**src/rtl/sw_debounce_if.sv**
```systemverilog
// Switch conditioner bus: raw pins in, debounced state and edge pulses out.
interface sw_debounce_if #(
  parameter int unsigned WIDTH = 16
);
  logic [WIDTH-1:0] sw_in;
  logic [WIDTH-1:0] sw_out;
  logic [WIDTH-1:0] sw_rise;
  logic [WIDTH-1:0] sw_fall;
  logic             sw_changed;

  modport master (
    output sw_in,
    input  sw_out, sw_rise, sw_fall, sw_changed
  );

  modport slave (
    input  sw_in,
    output sw_out, sw_rise, sw_fall, sw_changed
  );
endinterface

```
**src/rtl/sw_debounce.sv**
```systemverilog
// Per-bit synchronizer and debouncer for board switches, with registered
// rise/fall/change pulses for the cpu I/O read path.
module sw_debounce #(
  parameter int unsigned WIDTH           = 16,
  parameter int unsigned DEBOUNCE_CYCLES = 250000, // 1 .. 2^24-1
  parameter int unsigned SYNC_STAGES     = 2       // 2 .. 4
) (
  input  logic          clk,
  input  logic          rst,
  sw_debounce_if.slave  sw
);

  localparam int unsigned CW   = $clog2(DEBOUNCE_CYCLES + 1);
  // Pin sample flop ahead of the SYNC_STAGES chain: a step captured at edge N
  // reaches sw_out at edge N+SYNC_STAGES+DEBOUNCE_CYCLES.
  localparam int unsigned NSTG = SYNC_STAGES + 1;
  localparam logic [CW-1:0] CNT_LAST = CW'(DEBOUNCE_CYCLES - 1);

  logic [NSTG-1:0][WIDTH-1:0] sync_q;
  logic [WIDTH-1:0]           s;

  logic [WIDTH-1:0][CW-1:0]   cnt_q, cnt_d;
  logic [WIDTH-1:0]           out_q, out_d;
  logic [WIDTH-1:0]           rise_q, rise_d;
  logic [WIDTH-1:0]           fall_q, fall_d;
  logic                       changed_q, changed_d;

  assign s = sync_q[NSTG-1];

  always_ff @(posedge clk or negedge rst) begin
    if (!rst) begin
      sync_q <= '0;
    end else begin
      sync_q <= {sync_q[NSTG-2:0], sw.sw_in};
    end
  end

  // Counter restarts whenever the synchronized bit agrees with sw_out.
  always_comb begin
    cnt_d = cnt_q;
    out_d = out_q;
    for (int i = 0; i < int'(WIDTH); i++) begin
      if (s[i] == out_q[i]) begin
        cnt_d[i] = '0;
      end else if (cnt_q[i] == CNT_LAST) begin
        out_d[i] = s[i];
        cnt_d[i] = '0;
      end else begin
        cnt_d[i] = cnt_q[i] + CW'(1);
      end
    end
  end

  assign rise_d    = out_d & ~out_q;
  assign fall_d    = ~out_d & out_q;
  assign changed_d = |(rise_d | fall_d);

  always_ff @(posedge clk or negedge rst) begin
    if (!rst) begin
      cnt_q     <= '0;
      out_q     <= '0;
      rise_q    <= '0;
      fall_q    <= '0;
      changed_q <= 1'b0;
    end else begin
      cnt_q     <= cnt_d;
      out_q     <= out_d;
      rise_q    <= rise_d;
      fall_q    <= fall_d;
      changed_q <= changed_d;
    end
  end

  assign sw.sw_out     = out_q;
  assign sw.sw_rise    = rise_q;
  assign sw.sw_fall    = fall_q;
  assign sw.sw_changed = changed_q;

endmodule

```
**src/flat_wrapper.sv**
```systemverilog
// flat-port wrapper written by rule: the top's interface ports become plain ports
module sw_debounce_flat 
#(
  parameter int unsigned WIDTH           = 16,
  parameter int unsigned DEBOUNCE_CYCLES = 250000,               
  parameter int unsigned SYNC_STAGES     = 2                
)
  (clk, rst, sw_sw_in, sw_sw_out, sw_sw_rise, sw_sw_fall, sw_sw_changed);
  sw_debounce_if #(.WIDTH(WIDTH)) sw_i ();
  input  logic clk;
  input  logic rst;
  input wire logic [$bits(sw_i.sw_in)-1:0] sw_sw_in;
  output wire logic [$bits(sw_i.sw_out)-1:0] sw_sw_out;
  output wire logic [$bits(sw_i.sw_rise)-1:0] sw_sw_rise;
  output wire logic [$bits(sw_i.sw_fall)-1:0] sw_sw_fall;
  output wire logic [$bits(sw_i.sw_changed)-1:0] sw_sw_changed;
  assign sw_i.sw_in = sw_sw_in;
  assign sw_sw_out = sw_i.sw_out;
  assign sw_sw_rise = sw_i.sw_rise;
  assign sw_sw_fall = sw_i.sw_fall;
  assign sw_sw_changed = sw_i.sw_changed;
  sw_debounce #(.WIDTH(WIDTH), .DEBOUNCE_CYCLES(DEBOUNCE_CYCLES), .SYNC_STAGES(SYNC_STAGES)) u_core (.clk(clk), .rst(rst), .sw(sw_i));
endmodule
```
**config.mk**
```make
export PLATFORM = sky130hd
export DESIGN_NAME = sw_debounce_flat
export DESIGN_NICKNAME = d
export VERILOG_FILES = /design/src/rtl/sw_debounce_if.sv /design/src/rtl/sw_debounce.sv /design/src/flat_wrapper.sv
export SDC_FILE = /design/constraint.sdc
export NUM_CORES = 1
export LEC_CHECK = 0
export CAP_MARGIN = 15
export CORE_MARGIN = 4
export CORE_UTILIZATION = 35
export CTS_BUF_LIST = sky130_fd_sc_hd__clkbuf_4 sky130_fd_sc_hd__clkbuf_8
export CTS_CLUSTER_SIZE = 20
export DETAILED_ROUTE_END_ITERATION = 6
export HOLD_SLACK_MARGIN = 0.06
export PLACE_DENSITY = 0.59
export SYNTH_ARGS = -nofsm -noshare
export SYNTH_HDL_FRONTEND = slang
export SYNTH_SLANG_ARGS = --single-unit
export TNS_END_PERCENT = 20
```
**constraint.sdc**
```tcl
create_clock -name clk -period 4.3 [get_ports clk]
set_input_delay 1.075 -clock clk [delete_from_list [all_inputs] [get_ports clk]]
set_output_delay 1.075 -clock clk [all_outputs]
set_load 0.01 [all_outputs]
```
==> metrics.txt, run 1 <==
min-delay worst type=reg -> reg; Worst Setup SP=u_core.cnt_q[112]$_DFF_PN0_; Pleak=0.00837 uW; cells after synthesis=1,683; met3 Resource Use GR=3.06%; pwr dens=375 nW/um^2; Die Y=234 um; Max Root-Sink Buffers=3; cts hold-fix bufs=0; Hold Startpoint=u_core.sync_q[31]$_DFF_PN0_; post-synthesis area per instance=10.6 sq um; worst hold margin=0.340 ns; Async SR Flop Fraction=100%; Die W=234 um; worst slew pin tran=0.984 ns; top_reg_cell synth=dfrtp_1; Final Worst Setup Slack=1.06 ns; total power=7820 uW; cts bufs inserted=69; largest net degree at the start of global routing=86; Final Max Tran Viols=0; fin crit share=75.3%; vias in the first global route=12,500; Congestion Overflow GR=0; VDD IR max=0.000194 V; antenna violations before repair=0; count of cell types in the netlist=45; Clock Latency Late Sink=0.61 ns; Core Region=50,300 sq um; number of enable flip-flop cells after synthesis=0; reg-to-reg startpoint=u_core.cnt_q[112]$_DFF_PN0_; GP Congestion=0.804; via count=12,300; CTS tree=built; Crit Path Class=reg -> reg; RSZ-0062 raised after global routing=no; buffers added on ports=66; final hold violation count=0; Synth Area in Compound Gates=3.18%; final setup fails=0; status=completed; Most Crowded Layer GR=met2; CTS root buf=clkbuf_8; DRT iter0 DRCs=814; drt drc=0; nets=1,871; Synth top area share=54.1%; Post-Layout Inst Area=20,900 sq um; sequential area share after synthesis=54.1%; boundary pin count=67; Max Fclk=0.309 GHz; WL/cell=13.6 um; adder-cell share of the synthesized area=3.37%; Worst setup SP type=flop; Worst Path Max Fanout=7; mux contribution to synthesized area=1.79%; drt pass-1 iters=5; antenna viol nets, final=0; DPL Wire Length=22.7 mm; number of H-tree levels=3; number of fill cells=4,849; Area Overhead vs Synth=17.3%; met1 Use GR=18.1%; wirelength, routed=34.4 mm; Netlist Area Pre-Place=17,800 sq um; setup TNS=0 ns; share of cells above drive strength 1=9.91%; CTS sink cnt=385; post-synth top area cell=dfrtp_1; Setup Skew=0.0247 ns; first-pass GRT wire length=60.5 mm; CTS clk-pin slew, worst paths=0.06 ns; main combinational cell family by area after synthesis=simple AND/OR/NAND/NOR gates; simple-gate share of the synthesized area=22.9%; Post-DP Area=19,300 sq um; total global-route track usage=13.1%; Critical Path RT=4.77 ns; vias per inst=4.88; crit path DAT=3.71 ns; met2 Use GR=20.2%; dominant cells by area after synthesis=dfrtp_1, xnor2_1, nor2_1, ha_1, xor2_1; die area=54,500 sq um; FP Rows=82; normalized max-slew margin=34.2%; Ys Warns=0; pre-CTS setup slack=0.961 ns; post-CTS setup buffer count=0; crit path time final=3.24 ns; Initial Util=35.4%; max-cap viol count=0; syn_nets=1,749; Synth Area in XOR/XNOR=12.3%; number of synthesized register bits=385; critical path capture point type=flop; cts repair resizes=0
==> final cells by class <==
class | instances | area (sq um) | share of cell area, %
Clock buffer | 99 | 1280 | 6.14
Inverter | 70 | 263 | 1.26
Timing Repair Buffer | 77 | 786 | 3.76
Clock inverter | 24 | 307 | 1.47
Tap cell | 672 | 841 | 4.03
Antenna cell | 1 | 2.50 | 0.0120
Sequential cell | 385 | 9630 | 46.1
Multi-Input combinational cell | 1202 | 7760 | 37.2
==> flip-flops by register name, indices dropped and copies added (netlist names) <==
signal / count
u_core.cnt_q: 288
u_core.sync_q: 32
u_core.s: 16
u_core.sw.sw_fall: 16
u_core.sw.sw_out: 16
u_core.sw.sw_rise: 16
u_core.sw.sw_changed: 1
==> cells in the mapped netlist (all sizes together), types with 2 or more instances <==
cell type / count
nor4b: 7
nand3: 97
o31ai: 9
nor3: 55
inv: 70
and3: 7
o41ai: 11
nand2: 67
or4: 24
or3: 19
buf: 15
and4: 11
mux2: 15
nor2: 329
nor4: 77
or2: 4
clkbuf: 11
or4b: 9
xor2: 68
mux2i: 15
or3b: 2
dfrtp: 385
a21oi: 22
nand3b: 6
ha: 48
nand2b: 3
nand4: 93
o21ai: 18
xnor2: 182
==> metal layers <==
metal  wire, um  part of all wire (%)
met1      16800                    49
met2      15600                    45
met3       1370                   4.0
met4        635                   1.8
met5          0                     0
==> stage by stage <==
| step | std cells | utilization (%) |
|---|---|---|
| 4_1_cts | 2529 | 41.5 |
| 3_3_place_gp | 2406 | 38.4 |
| 5_1_grt | 2529 | 41.5 |
| 2_1_floorplan | 1683 | - |
| 6_report | 2530 | 41.5 |
| 3_5_place_dp | 2406 | 38.4 |
==> cell usage in the layout, fill, tap and decap left out, drive strengths merged, types with 24 or more instances in the layout <==
cell type        n
xor2            68
nand4           93
inv             71
or4             24
dfrtp          385
clkbuf          99
nor3            55
nand2           67
nor4            77
nand3           97
ha              48
clkdlybuf4s50   65
xnor2          182
nor2           329
==> where the power goes <==
group / internal, uW / switching [uW] / total (uW)
Sequential: 3680 / 54.6 / 3740
Combinational: 71.4 / 149 / 220
Clock: 2350 / 1510 / 3860
==> worst paths after layout <==
path	endpoint	slack (ns)	cells past startpoint
max	u_core.sw.sw_changed$_DFF_PN0_	1.06	7
min	u_core.s[15]$_DFF_PN0_	0.34	0
max reg2reg	u_core.sw.sw_changed$_DFF_PN0_	1.06	7
min reg2reg	u_core.s[15]$_DFF_PN0_	0.34	0
max in group asynchronous	u_core.sw.sw_out[4]$_DFF_PN0_	2.95	2
min in group asynchronous	u_core.cnt_q[237]$_DFF_PN0_	0.46	1
==> worst max-delay path: stages (launching register included) <==
cell and delay, ns:
dfrtp_1 0.44, or4b_1 0.53, or4_4 0.54, nor2_1 0.19
mux2_1 0.37, ha_1 0.28, nand4_1 0.20, or4_1 0.55
==> logic make-up after synthesis <==
logic type,after synthesis
and+or+nand+nor,812
AOI/OAI and AO/OA,62
muxes,30
DFF,385
adders and majority gates,48
buffers and inverters,96
xor gates and xnor gates,250
No activity file was read; power rests on OpenSTA's default activity.
==> run 2, diff against run 1 <==
--- a/config.mk
+++ b/config.mk
@@ -12,7 +12,7 @@
 export CTS_CLUSTER_SIZE = 20
 export DETAILED_ROUTE_END_ITERATION = 6
 export HOLD_SLACK_MARGIN = 0.06
-export PLACE_DENSITY = 0.59
+export PLACE_DENSITY = 0.6
 export SYNTH_ARGS = -nofsm -noshare
 export SYNTH_HDL_FRONTEND = slang
 export SYNTH_SLANG_ARGS = --single-unit
==> constraint.sdc (replaced) <==
create_clock -name clk -period 2.85 [get_ports clk]
set_input_delay 0.7125 -clock clk [delete_from_list [all_inputs] [get_ports clk]]
set_output_delay 0.7125 -clock clk [all_outputs]
set_load 0.01 [all_outputs]
==> run 2 against run 1 <==
- the run now ends with setup timing left
- worst hold slack improved by 0.0011 ns
- combinational power grew 69%
- cell count increased by 6.0%
- sequential power increased by 51%
- first-iteration DRC count shrank 21%
- die area unchanged
- flip-flop and latch count unchanged
- critical path depth up 1
- global-route usage increased by 0.51 points
- power up 49%
- clock-buffer cell count grew 17
- clock power is 46% higher
- largest cell class unchanged
- largest power group is now registers
- highest routed layer unchanged
==> metrics.txt, run 2 (synthesized netlist as in run 1, its figures left out) <==
status=finished, violations left; failing checks=setup timing; max FFs per register=288 (unchanged); VDD IR max=0.000219 V (+13%); Die Y=234 um (unchanged); boundary pin count=67 (unchanged); share of cells above drive strength 1=17.4% (+7.5 points); CTS root buf=clkbuf_8; crit path time final=2.93 ns (-0.308 ns); Sw Ratio=22.3% (+0.37 points); max-cap viol count=0 (unchanged); Pleak=0.00910 uW (+8.7%); Pint=9030 uW (+48%); RSZ-0062 raised after global routing=yes; buffers added on ports=66 (unchanged); Congestion Overflow GR=0 (unchanged); normalized max-slew margin=49.8% (+16 points); final setup fails=1 (+1); NetSw=2600 uW (+51%); number of H-tree levels=3 (unchanged); Core Region=50,300 sq um (unchanged); vias in the first global route=13,100 (+4.7%); Final Worst Setup Slack=-0.0820 ns (-1.14 ns); power share of the clock group=48.4% (-1.0 points); Comb power frac=3.2% (+0.4 points); CTS tree=built; Largest regs=u_core.cnt_q x288, u_core.sync_q x32; GP Congestion=0.811 (+0.93%); antenna viol nets, final=0 (unchanged); CTS sink cnt=385 (unchanged); crit path DAT=3.41 ns (-0.30 ns); worst slew pin tran=0.753 ns (-0.231 ns); critical path capture point type=flop; total global-route track usage=13.6% (+0.51 points); total power=11,600 uW (+49%); antenna violations before repair=0 (unchanged); Met2 Wirelength=16.7 mm (+6.9%); Sequential cell area=9630 sq um (unchanged); fin crit share=103% (+28 points); CTS clk-pin slew, worst paths=0.06 ns (about the same); min-delay worst type=reg -> reg; first-pass GRT wire length=62.5 mm (+3.3%); drt pass-1 iters=5 (unchanged); most common cell after layout, fill and taps aside=dfrtp_1; footprint of the multi-input gates=7860 sq um (+1.2%); Setup Skew=0.0178 ns (-0.00693 ns); Biggest register=u_core.cnt_q; via count=12,900 (+4.8%); Worst setup SP type=flop; FF-to-FF setup slack=-0.08 ns (-1.14 ns); Final Max Tran Viols=0 (unchanged); routed wl met3=1.55 mm (+13%); M1 WL=17.1 mm (+1.6%); DRT iter0 DRCs=640 (-21%); Crit Path Class=reg -> reg; die area=54,500 sq um (unchanged); Max Fclk=0.341 GHz (+10%); Clock Latency Late Sink=0.61 ns (about the same); highest metal used=met4; Worst Path Max Fanout=4 (-3); cts bufs inserted=72 (+4.3%); Initial Util=35.4% (unchanged); wirelength, routed=36.1 mm (+4.9%); Reg power frac=48.5% (+0.7 points); FP Rows=82 (unchanged); commonest cells after routing, fill and taps aside=dfrtp_1, nor2_1, xnor2_1; drt drc=0 (unchanged); fin util=43.9% (+2.3 points); pwr dens=527 nW/um^2 (+41%); Max Root-Sink Buffers=3 (unchanged); nets=2,020 (+8.0%); final hold violation count=0 (unchanged); Die W=234 um (unchanged); number of fill cells=4,789 (-1.2%); DPL Wire Length=24.5 mm (+7.7%); largest net degree at the start of global routing=70 (-19%); vias per inst=4.83 (-1.1%); Area Overhead vs Synth=23.9%; WL/cell=13.5 um (-1.0%); Critical Path RT=3.33 ns (-1.44 ns)
## run 2: final timing paths
| check | from | end | cells past startpoint |
|---|---|---|---|
| worst max-delay path | u_core.cnt_q[19]$_DFF_PN0_ | u_core.sw.sw_changed$_DFF_PN0_ | 8 |
| worst min-delay path | u_core.sync_q[27]$_DFF_PN0_ | u_core.s[11]$_DFF_PN0_ | 0 |
| worst max register to register | u_core.cnt_q[19]$_DFF_PN0_ | u_core.sw.sw_changed$_DFF_PN0_ | 8 |
| worst min register to register | u_core.sync_q[27]$_DFF_PN0_ | u_core.s[11]$_DFF_PN0_ | 0 |
| max in group asynchronous | rst | u_core.cnt_q[227]$_DFF_PN0_ | 3 |
| min in group asynchronous | rst | u_core.sw.sw_fall[4]$_DFF_PN0_ | 2 |
## run 2: metrics by stage
step	instance area (sq um)	hold slack [ns]	worst slack (ns)	cells	TNS, ns
6_report	22100	0.341	-0.0820	2681	-0.0820
5_1_grt	22100	0.351	-0.180	2680	-0.180
4_1_cts	22000	0.345	-0.115	2679	-0.115
2_1_floorplan	17900	0.331	-0.00211	1683	-0.00211
3_5_place_dp	20400	0.335	-0.150	2549	-0.150
3_3_place_gp	20400	0.333	-0.165	2549	-0.165
## run 2: timing repair
item | 4_1_cts | 5_1_grt
buffers inserted | 1 | 1
setup endpoints to repair | 1 | 1
resized for setup | 1 | 6
hold endpoints to repair | 46 | 0
hold buffers | 1 | 0
pin swaps | 3 | 5
## run 2: layout make-up
class	instances	area share [%]
timing repair buffer	223	8.60
clock buffer	116	6.64
tap	672	3.81
multi-input combinational	1202	35.6
sequential	385	43.7
inverter	70	1.19
clock inverter	12	0.431
antenna	1	0.0113
## run 2: routing by layer
metal / global-route usage (%) / up-vias
met5: 0 / -
met4: 4.53 / 0
met3: 3.49 / 70
met2: 21.6 / 181
met1: 18.3 / 6296
li1: - / 6395
## run 2: power by group through the flow
stage | combinational [uW] | clock, uW | sequential [uW]
after floorplan | 167 | 0 | 5720
after global placement | 374 | 0 | 5720
after detailed placement | 384 | 0 | 5730
after CTS | 387 | 5880 | 5630
after global routing | 433 | 6130 | 5640
final | 371 | 5620 | 5640
## run 2: worst max-delay path, stage by stage, from the launching register on
cell,delay [ns]
dfrtp_1,0.38
ha_1,0.20
nand4_2,0.12
or4b_1,0.54
nor3_2,0.26
mux2_2,0.37
ha_1,0.31
nand4_1,0.10
or4_4,0.53
==> run 3, diff against run 2 <==
--- a/config.mk
+++ b/config.mk
@@ -12,7 +12,6 @@
 export CTS_CLUSTER_SIZE = 20
 export DETAILED_ROUTE_END_ITERATION = 6
 export HOLD_SLACK_MARGIN = 0.06
-export PLACE_DENSITY = 0.6
 export SYNTH_ARGS = -nofsm -noshare
 export SYNTH_HDL_FRONTEND = slang
 export SYNTH_SLANG_ARGS = --single-unit
==> results of run 3 <==
Final layout, timing and power as in run 2 (identical DEF).
